### config.mk
export PLATFORM = sky130hd
export DESIGN_NAME = fir_sequencer
export DESIGN_NICKNAME = d
export VERILOG_FILES = /design/src/rtl/fir_sequencer.sv
export SDC_FILE = /design/constraint.sdc
export NUM_CORES = 1
export LEC_CHECK = 0
export CAP_MARGIN = 20
export CELL_PAD_IN_SITES_DETAIL_PLACEMENT = 1
export CELL_PAD_IN_SITES_GLOBAL_PLACEMENT = 1
export CORE_UTILIZATION = 48
export CTS_CLUSTER_SIZE = 14
export DETAILED_ROUTE_END_ITERATION = 16
export GPL_TIMING_DRIVEN = 0
export PLACE_DENSITY = 0.87
export SLEW_MARGIN = 20
export SYNTH_ARGS = -nofsm -noshare
export SYNTH_HDL_FRONTEND = slang
export SYNTH_SLANG_ARGS = --single-unit
### constraint.sdc
create_clock -name ck -period 4.7 [get_ports ck]
set_clock_uncertainty 0.15 [all_clocks]
set_input_delay 0.47 -clock ck [delete_from_list [all_inputs] [get_ports ck]]
set_output_delay 0.47 -clock ck [all_outputs]
set_load 0.01 [all_outputs]
### src/rtl/fir_sequencer.sv
// rtl/fir_sequencer.sv - stream-side initiator for the multi-cycle FIR filter.
// Buffers samples, issues one at a time to the filter and presents results on a stream.
module fir_sequencer #(
  parameter int M       = 24,
  parameter int DEPTH   = 8,
  parameter int TIMEOUT = 64
) (
  input  logic                         ck,
  input  logic                         rst,
  input  logic signed [M-1:0]          src_data,
  input  logic                         src_valid,
  output logic                         src_ready,
  output logic signed [M-1:0]          fir_in,
  output logic                         fir_input_ready,
  input  logic signed [M-1:0]          fir_out,
  input  logic                         fir_output_ready,
  output logic signed [M-1:0]          dst_data,
  output logic                         dst_valid,
  input  logic                         dst_ready,
  output logic [$clog2(DEPTH+1)-1:0]   fill,
  output logic                         timeout_err
);

  localparam int AW = $clog2(DEPTH);
  localparam int FW = $clog2(DEPTH+1);
  localparam int WW = $clog2(TIMEOUT);

  typedef enum logic [1:0] {IDLE, ISSUE, WAIT, CAPTURE} state_t;

  state_t state, next_state;

  logic signed [M-1:0] mem [DEPTH];
  logic [AW-1:0]       wr_ptr, rd_ptr;
  logic [WW-1:0]       wd;
  logic                push, pop, wd_clear, wd_inc, drop, capture;

  assign src_ready = (fill != FW'(DEPTH));
  assign push      = src_valid && src_ready;

  always_ff @(posedge ck or posedge rst) begin
    if (rst) state <= IDLE;
    else     state <= next_state;
  end

  always_comb begin
    next_state      = state;
    pop             = 1'b0;
    fir_input_ready = 1'b0;
    wd_clear        = 1'b0;
    wd_inc          = 1'b0;
    drop            = 1'b0;
    capture         = 1'b0;
    case (state)
      IDLE: begin
        // Holding off while the output slot is occupied bounds in-flight work to one sample.
        if (fill != '0 && !dst_valid) begin
          pop        = 1'b1;
          next_state = ISSUE;
        end
      end
      ISSUE: begin
        fir_input_ready = 1'b1;
        wd_clear        = 1'b1;
        next_state      = WAIT;
      end
      WAIT: begin
        if (fir_output_ready) begin
          next_state = CAPTURE;
        end else if (wd == WW'(TIMEOUT-1)) begin
          drop       = 1'b1;
          next_state = IDLE;
        end else begin
          wd_inc = 1'b1;
        end
      end
      CAPTURE: begin
        capture    = 1'b1;
        next_state = IDLE;
      end
      default: next_state = IDLE;
    endcase
  end

  always_ff @(posedge ck) begin
    if (push) mem[wr_ptr] <= src_data;
  end

  always_ff @(posedge ck or posedge rst) begin
    if (rst) begin
      wr_ptr <= '0;
      rd_ptr <= '0;
      fill   <= '0;
      fir_in <= '0;
    end else begin
      if (push) wr_ptr <= wr_ptr + 1'b1;
      if (pop) begin
        fir_in <= mem[rd_ptr];
        rd_ptr <= rd_ptr + 1'b1;
      end
      case ({push, pop})
        2'b10:   fill <= fill + 1'b1;
        2'b01:   fill <= fill - 1'b1;
        default: fill <= fill;
      endcase
    end
  end

  always_ff @(posedge ck or posedge rst) begin
    if (rst) begin
      wd          <= '0;
      timeout_err <= 1'b0;
      dst_data    <= '0;
      dst_valid   <= 1'b0;
    end else begin
      if (wd_clear)    wd <= '0;
      else if (wd_inc) wd <= wd + 1'b1;
      if (drop) timeout_err <= 1'b1;
      // The filter registers its result on the done edge, so fir_out is settled one cycle later.
      if (capture) begin
        dst_data  <= fir_out;
        dst_valid <= 1'b1;
      end else if (dst_valid && dst_ready) begin
        dst_valid <= 1'b0;
      end
    end
  end

endmodule
# Yosys cells after proc, flatten, opt, wreduce, memory -nomap -nowiden
# Memories as Yosys holds them, arrays and structs flattened. A register that Yosys moved wholly into a read port is not among the register bits.
# Cells that the tools add are included.
op_classes:
  n_addsub: 5
  n_bitwise: 0
  n_mux: 21
  n_lt_le_gt_ge: 0
  shifts: 0
  n_reduce_logical: 10
  n_div: 0
  n_eq_ne: 9
  mul: 0
op_table:
  columns: ["op", "n"]
  rows:
  - ["$mux W1", 14]
  - ["$mux W6", 2]
  - ["$pmux W2 S4", 1]
  - ["$pmux W4 S2", 1]
  - ["$add A3 B1 Y3 const B", 2]
  - ["$add A6 B1 Y6 const B", 1]
  - ["$eq A2 B2 Y1 const B", 3]
  - ["$eq A6 B6 Y1 const B", 1]
  - ["$mux W2", 3]
  - ["$reduce_bool A2 Y1", 3]
  - ["$add A4 B1 Y4 const B", 1]
  - ["$eq A2 B1 Y1 const B", 2]
  - ["$ne A4 B4 Y1 const B", 1]
  - ["$reduce_bool A4 Y1", 1]
  - ["$sub A4 B1 Y4 const B", 1]
  - ["$logic_and A1 B1 Y1", 3]
  - ["$ne A3 B3 Y1 const B", 1]
  - ["$logic_not A2 Y1", 1]
  - ["$ne A2 B2 Y1 const B", 1]
  - ["$reduce_and A2 Y1", 1]
  - ["$logic_not A1 Y1", 1]
totals:
  input_bits: 53
  romBits: 0
  ramBits: 192
  wordCells: 54
  latch_bits: 0
  mem_count: 1
  register_bits: 44
mem_list:
  columns: ["memory", "words", "width", "rd", "rd_ports_with_merged_regs", "wr", "line_no", "text"]
  rows:
  - ["mem", 8, 24, 1, 1, 1, "32", "logic signed [M-1:0] mem [DEPTH];"]

# Logic depth before layout (Yosys ltp)
# Gate-level depths: netlist of run 1.
logic_depth:
  depth_word: 6
  depth_mapped: 12
  depth_no_buf: 10

# Least setup slack after synthesis of run 1
# Ideal clock, no wire load.
synth_timing:
  kind: "reg-to-reg"
  start: "register fill[1]"
  end: "memory mem[2][0], enable pin"
  required_ns: 4.076
  arrival_ns: 3.559
  setup_ns: 0.474
  path_slack_ns: 0.516
  path_stages_with_launch: 6
  cell_sequence: "dfrtp_1 > buf_4 > nor3_1 > a21boi_2 > inv_2 > nor4b_1"
synth_between:
  elab_chain_len: 4
synth_lines:
  columns: ["item", "line_no", "text"]
  rows:
  - ["start, declared", "20", "output logic [$clog2(DEPTH+1)-1:0] fill,"]
  - ["start signal, assigned", "101", "2'b10: fill <= fill + 1'b1;"]
  - ["start signal, assigned", "102", "2'b01: fill <= fill - 1'b1;"]
  - ["start signal, assigned", "103", "default: fill <= fill;"]
  - ["$ne A4 B4 Y1", "37", "assign src_ready = (fill != FW'(DEPTH));"]
  - ["$logic_and A1 B1 Y1", "38", "assign push = src_valid && src_ready;"]
  - ["$mux W1", "85", "if (push) mem[wr_ptr] <= src_data;"]
  - ["$mux W1 (not written as such)", "85", null]
  - ["end, declared", "32", null]
# Every way passes these cells.

# Final worst setup path of run 1
layout_timing:
  start: "register fill[0]"
  end: "memory mem[2][7], enable pin"
# Same word-level chain as after synthesis.

==> results of run 1 <==
[sequential cells by signal, indices dropped and copies added, names as in the netlist]
signal	flops
mem	192
dst_data	24
fir_in	24
wd	6
fill	4
rd_ptr	3
wr_ptr	3
state	2
dst_valid	1
timeout_err	1
[synth_stat cells (2+ instances only)]
library cell,count,area (sq um)
mux4_2,42,946
o21ai_1,18,90.1
inv_1,3,11.3
nor2b_1,2,12.5
a21oi_1,2,10.0
buf_4,5,37.5
nor3_1,5,25.0
nand4_1,2,12.5
buf_6,11,124
nor2_1,5,18.8
nor3b_1,4,30.0
mux4_1,6,158
o21ai_0,6,30.0
buf_2,6,30.0
mux2i_1,25,250
xor2_1,5,43.8
nand3_1,4,20.0
ha_1,6,75.1
xnor2_1,3,26.3
edfxtp_1,192,5770
dfrtp_1,68,1700
o21ai_2,6,52.6
nand2b_1,3,18.8
nor4_1,2,12.5
o211ai_1,2,15.0
mux2_2,26,293
clkbuf_1,3,11.3
and3_1,2,12.5
nor4bb_1,2,20.0
nand2_1,41,154
[power breakdown]
| group | internal, uW | leakage, uW | switching (uW) |
|---|---|---|---|
| registers | 3020 | 0.00257 | 279 |
| clock network | 1170 | 0.000414 | 867 |
| logic | 1480 | 0.00163 | 1500 |
[final cells by class]
cell class,count,area (sq um)
buffer,25,203
clock buffer,33,707
clock inverter,14,134
fill,1789,7750
inverter,5,22.5
multi-input combinational,231,2480
sequential,260,7470
tap,270,338
timing repair buffer,137,1330
[routing by layer]
metal / up-vias / part of all wire, % / track usage, %
met2: 217 / 52 / 42.9
met5: - / 0 / 0
met1: 2897 / 39 / 29.8
met3: 52 / 5.7 / 3.82
met4: 0 / 3.0 / 7.94
li1: 2399 / - / -
[critical path: stages, from the launching register on]
cell	delay (ns)
dfrtp_1	0.49
nor3_1	0.15
a21boi_2	0.37
inv_2	0.15
nor4b_2	0.73
buf_4	0.31
buf_4	0.20
buf_2	0.22
[how the worst min path moves through the flow]
stage	start	end	slack, ns
5_1_grt	rst	fir_in[20]	0.12
3_5_place_dp	fir_in[14]	fir_in[14]	0.33
6_report	rst	dst_data[11]	0.11
2_1_floorplan	wd[3]	wd[3]	0.32
3_3_place_gp	fir_in[1]	fir_in[1]	0.31
4_1_cts	rst	fir_in[20]	0.11
[cell families (layout without fill, tap and decap cells)]
kind of cell / count (synthesis) / count (layout)
flip-flops: 260 / 260
adder cells (fa/ha/maj): 6 / 6
AO/OA/AOI/OAI: 41 / 41
multiplexers: 99 / 99
AND/OR/NAND/NOR: 76 / 76
buffers and inverters: 30 / 214
XOR/XNOR: 9 / 9
[metrics by stage]
stage / worst slack [ns] / util [%] / setup TNS (ns) / hold slack, ns
finish: 1.63 / 62.0 / 0 / 0.107
global route: 1.45 / 62.0 / 0 / 0.125
CTS: 1.61 / 62.0 / 0 / 0.108
detailed placement: 1.30 / 57.9 / 0 / 0.335
global placement: -2.32 / 56.5 / -197.59 / 0.314
floorplan: 0.516 / - / 0 / 0.322
==> flow_metrics.env, run 1 <==
export IMPL_cts_resized=0
export IMPL_via_per_inst=5.71
export IMPL_fmax_mhz=326
export IMPL_fin_crit_sh_pct=65.3
export IMPL_grt_max_degree=53
export IMPL_seq_area_frac_synth_pct=73.8
export IMPL_syn_inst=521
export IMPL_drive_above_1_share_pct=25.2
export IMPL_crit_fanout=8
export IMPL_ioPinCount=109
export IMPL_min_period_ns=3.07
export IMPL_power_uw=8310
export IMPL_crit_start="fill[0]"
export IMPL_worst_skew_pair_late_latency_ns=0.53
export IMPL_wl_per_cell_microns=25.7
export IMPL_drc=0
export IMPL_worst_pin_slew_ns=0.795
export IMPL_synth_nets=580
export IMPL_fin_nets=745
export IMPL_r2r_start="fill[0]"
export IMPL_worst_r2r_setup_slack_ns=1.63
export IMPL_dpl_cell_area_sq_um=11800
export IMPL_die_w_microns=147
export IMPL_areaGrowthSynthToFinish_pct=25.2
export IMPL_p_per_area_nw_per_um2=656
export IMPL_drt_total_wl_mm=25.0
export IMPL_clock_sinks=260
export IMPL_critPathArrivalTime_ns=3.15
export IMPL_endpoint="mem[2][7]"
export IMPL_tritoncts="built"
export IMPL_port_buffers=108
export IMPL_synth_xor_area_share_pct=0.853
export IMPL_instances_no_fill=975
export IMPL_drtIter0Drc=379
export IMPL_finalSetupViolations=0
export IMPL_synth_area_sq_um=10100
export IMPL_maxCapViolCount=0
export IMPL_r2r_cells=7
export IMPL_antenna_found_initial=0
export IMPL_coreArea_sq_um=20400
export IMPL_synth_simple_area_share_pct=3.65
export IMPL_final_common_cell="edfxtp_1"
export IMPL_finalMaxSlewViolations=0
export IMPL_critPathLaunchType="flip-flop"
export IMPL_placed_cells=928
export IMPL_async_reset_ff_share_pct=26.2
export IMPL_cts_hold_buf=0
export IMPL_r2r_end="mem[2][7]"
export IMPL_dr_pass1_iters=4
export IMPL_die_area_sq_um=21700
export IMPL_grt_usage_pct=24.0
export IMPL_std_cell_rows=52
export IMPL_clkTransAtPathRegs_ns=0.06
export IMPL_rsz0062_at_grt="false"
export IMPL_ant_nets=0
export IMPL_synth_compound_area_share_pct=2.53
export IMPL_synth_top_flop_cell="edfxtp_1"
export IMPL_synth_edf_count=192
export IMPL_ys_ff_latch=260
export IMPL_p_leak_uw=0.00461
export IMPL_postLayoutCellArea_sq_um=12700
export IMPL_postCtsSetupBuffers=0
export IMPL_htree_levels=1
export IMPL_ys_types=44
export IMPL_outcome="finished, final reports clean"
export IMPL_worstSetupPathType="flip-flop to flip-flop"
export IMPL_root_buffer="clkbuf_16"
export IMPL_grt_pass1_wl_mm=37.9
export IMPL_synthAdderAreaFrac_pct=0.742
export IMPL_ir_drop_uv=346
export IMPL_overflow=0
export IMPL_relSlewSlack_pct=46.9
export IMPL_start_util_pct=49.6
export IMPL_antenna_cells=0
export IMPL_vias=5565
export IMPL_die_h_microns=147
export IMPL_clockBufferDepth=3
export IMPL_avgSynthCellArea_sq_um=19.4
export IMPL_critPathRequiredTime_ns=4.78
export IMPL_place_congestion=0.833
export IMPL_critPathCaptureType="flip-flop"
export IMPL_cts_buffers=26
export IMPL_post_dp_hpwl_mm=17.1
export IMPL_final_cell_mix="edfxtp_1, clkdlybuf4s50_1, dfrtp_1"
export IMPL_muxShareOfSynthArea_pct=16.3
export IMPL_synth_top_family_by_area="multiplexers"
export IMPL_worstHoldPathType="primary input to async pin"
export IMPL_hold_viol=0
export IMPL_yosysWarnings=0
export IMPL_grt_pass1_vias=6184
Note: power is estimated with default switching activity, not from simulation.
==> run 2, diff against run 1 <==
Clock period 4.7 ns to 2.9 ns, I/O delays scaled along.
==> run 2 against run 1 <==
Effect of this change: fmax rose by 13%; combinational power rose by 62%; count of clock-buffer cells in the layout rose by 4; final area rose by 0.55%; critical path depth fell by 2; critical path type unchanged; non-clock buffer count fell by 5; clock power rose by 64%; sequential share of layout area fell by 0.32 points.
==> flow_metrics.env, run 2 (synthesis gave the netlist of run 1 again) <==
export IMPL_largest_reg_flops=192
export IMPL_overflow=0
export IMPL_die_area_sq_um=21700
export IMPL_htree_levels=1
export IMPL_critPathRequiredTime_ns=2.99
export IMPL_grt_pass1_wl_mm=37.8
export IMPL_grt_usage_pct=23.8
export IMPL_drt_total_wl_mm=24.8
export IMPL_critPathCaptureType="flip-flop"
export IMPL_post_dp_hpwl_mm=16.9
export IMPL_clkTransAtPathRegs_ns=0.06
export IMPL_vias=5433
export IMPL_fin_nets=740
export IMPL_relSlewSlack_pct=48.0
export IMPL_worstHoldPathType="primary input to flip-flop"
export IMPL_worst_pin_slew_ns=0.775
export IMPL_crit_fanout=8
export IMPL_setup_ws_ns=0.194
export IMPL_fin_crit_sh_pct=93.3
export IMPL_reg_largest_list="mem (192), dst_data (24), fir_in (24)"
export IMPL_whs_ns=0.212
export IMPL_critPathLaunchType="flip-flop"
export IMPL_start_util_pct=49.6
export IMPL_final_common_cell="edfxtp_1"
export IMPL_tritoncts="built"
export IMPL_critPathArrivalTime_ns=2.80
export IMPL_worstSetupPathType="flip-flop to flip-flop"
export IMPL_postLayoutCellArea_sq_um=12700
export IMPL_dr_pass1_iters=7
export IMPL_grt_max_degree=55
export IMPL_p_per_area_nw_per_um2=1060
export IMPL_finalSetupViolations=0
export IMPL_die_h_microns=147
export IMPL_ant_nets=0
export IMPL_die_w_microns=147
export IMPL_hold_viol=0
export IMPL_clockBufferDepth=3
export IMPL_coreArea_sq_um=20400
export IMPL_fmax_mhz=370
export IMPL_rsz0062_at_grt="false"
export IMPL_cts_buffers=26
export IMPL_drive_above_1_share_pct=25.1
export IMPL_root_buffer="clkbuf_16"
export IMPL_wl_per_cell_microns=25.5
export IMPL_finalMaxSlewViolations=0
export IMPL_drtIter0Drc=341
export IMPL_power_uw=13500
export IMPL_final_cell_mix="edfxtp_1, clkdlybuf4s50_1, dfrtp_1"
export IMPL_min_period_ns=2.71
export IMPL_place_congestion=0.780
export IMPL_via_per_inst=5.59
export IMPL_maxCapViolCount=0
export IMPL_clock_sinks=260
export IMPL_dpl_cell_area_sq_um=11900
export IMPL_outcome="finished, final reports clean"
export IMPL_std_cell_rows=52
export IMPL_areaGrowthSynthToFinish_pct=25.9
export IMPL_worst_skew_pair_late_latency_ns=0.54
export IMPL_antenna_found_initial=1
export IMPL_port_buffers=108
export IMPL_ir_drop_uv=647
export IMPL_drc=0
export IMPL_pre_cts_slack_ns=-0.0628
export IMPL_postCtsSetupBuffers=0
export IMPL_grt_pass1_vias=6113
export IMPL_p_leak_uw=0.00463
export IMPL_top_register="mem"
export IMPL_ioPinCount=109
[run 2: cell types whose count changed in the layout (fill, tap and decap cells not counted), sizes merged]
cell and change:
bufinv -1, diode +1, clkinv -1, buf -6, clkinvlp -1, dlygate4sd3 +1
clkbuf +4
[run 2: what timing repair did]
action / CTS / global route
resized for setup: 0 / 2
endpoints found under the setup margin: 0 / 7
hold buffers: 1 / 0
endpoints found under the hold margin: 14 / 0
[run 2: power by group]
group	internal, uW	switching [uW]	total [uW]
clock	1940	1400	3340
sequential	4890	479	5370
combinational	2410	2390	4800
[run 2: final timing paths]
kind,cells after the start,slack (ns),start,to
max reg2reg,5,0.19,fill[0],mem[4][21]
min,2,0.21,fir_out[3],dst_data[3]
min reg2reg,1,0.32,timeout_err,timeout_err
max in group asynchronous,4,1.56,rst,fir_in[1]
min in group asynchronous,3,0.46,rst,fir_in[19]
max,5,0.19,fill[0],mem[4][21]
[run 2: worst max-delay path: stages, from the launching register on]
cell      delay [ns]
dfrtp_1         0.49
nor3_1          0.14
a21boi_2        0.35
nand2_1         0.31
nor3_2          0.64
buf_4           0.32
[run 2: cell type report]
class	count	area, sq um
multi-input combinational	231	2510
tap	270	338
antenna	1	2.50
sequential	260	7470
clock buffer	37	772
clock inverter	11	90.1
timing repair buffer	132	1340
inverter	5	22.5
buffer	25	203
fill	1768	7680
[run 2: routing by layer]
metal | wire (microns) | GRT usage, % | part of all wire [%] | up-vias
met5 | 0 | 0 | 0 | -
met4 | 451 | 5.67 | 1.8 | 0
met3 | 1300 | 4.25 | 5.2 | 37
met2 | 13000 | 42.4 | 53 | 168
met1 | 9990 | 30.1 | 40 | 2848
li1 | - | - | - | 2380
[run 2: metrics by stage]
step	TNS (ns)	instances	utilization, %
after floorplan	-53.86	521	-
after global placement	-431.88	899	56.6
after detailed placement	-0.765	922	58.0
after CTS	0	971	62.3
after global routing	0	971	62.4
final	0	972	62.4
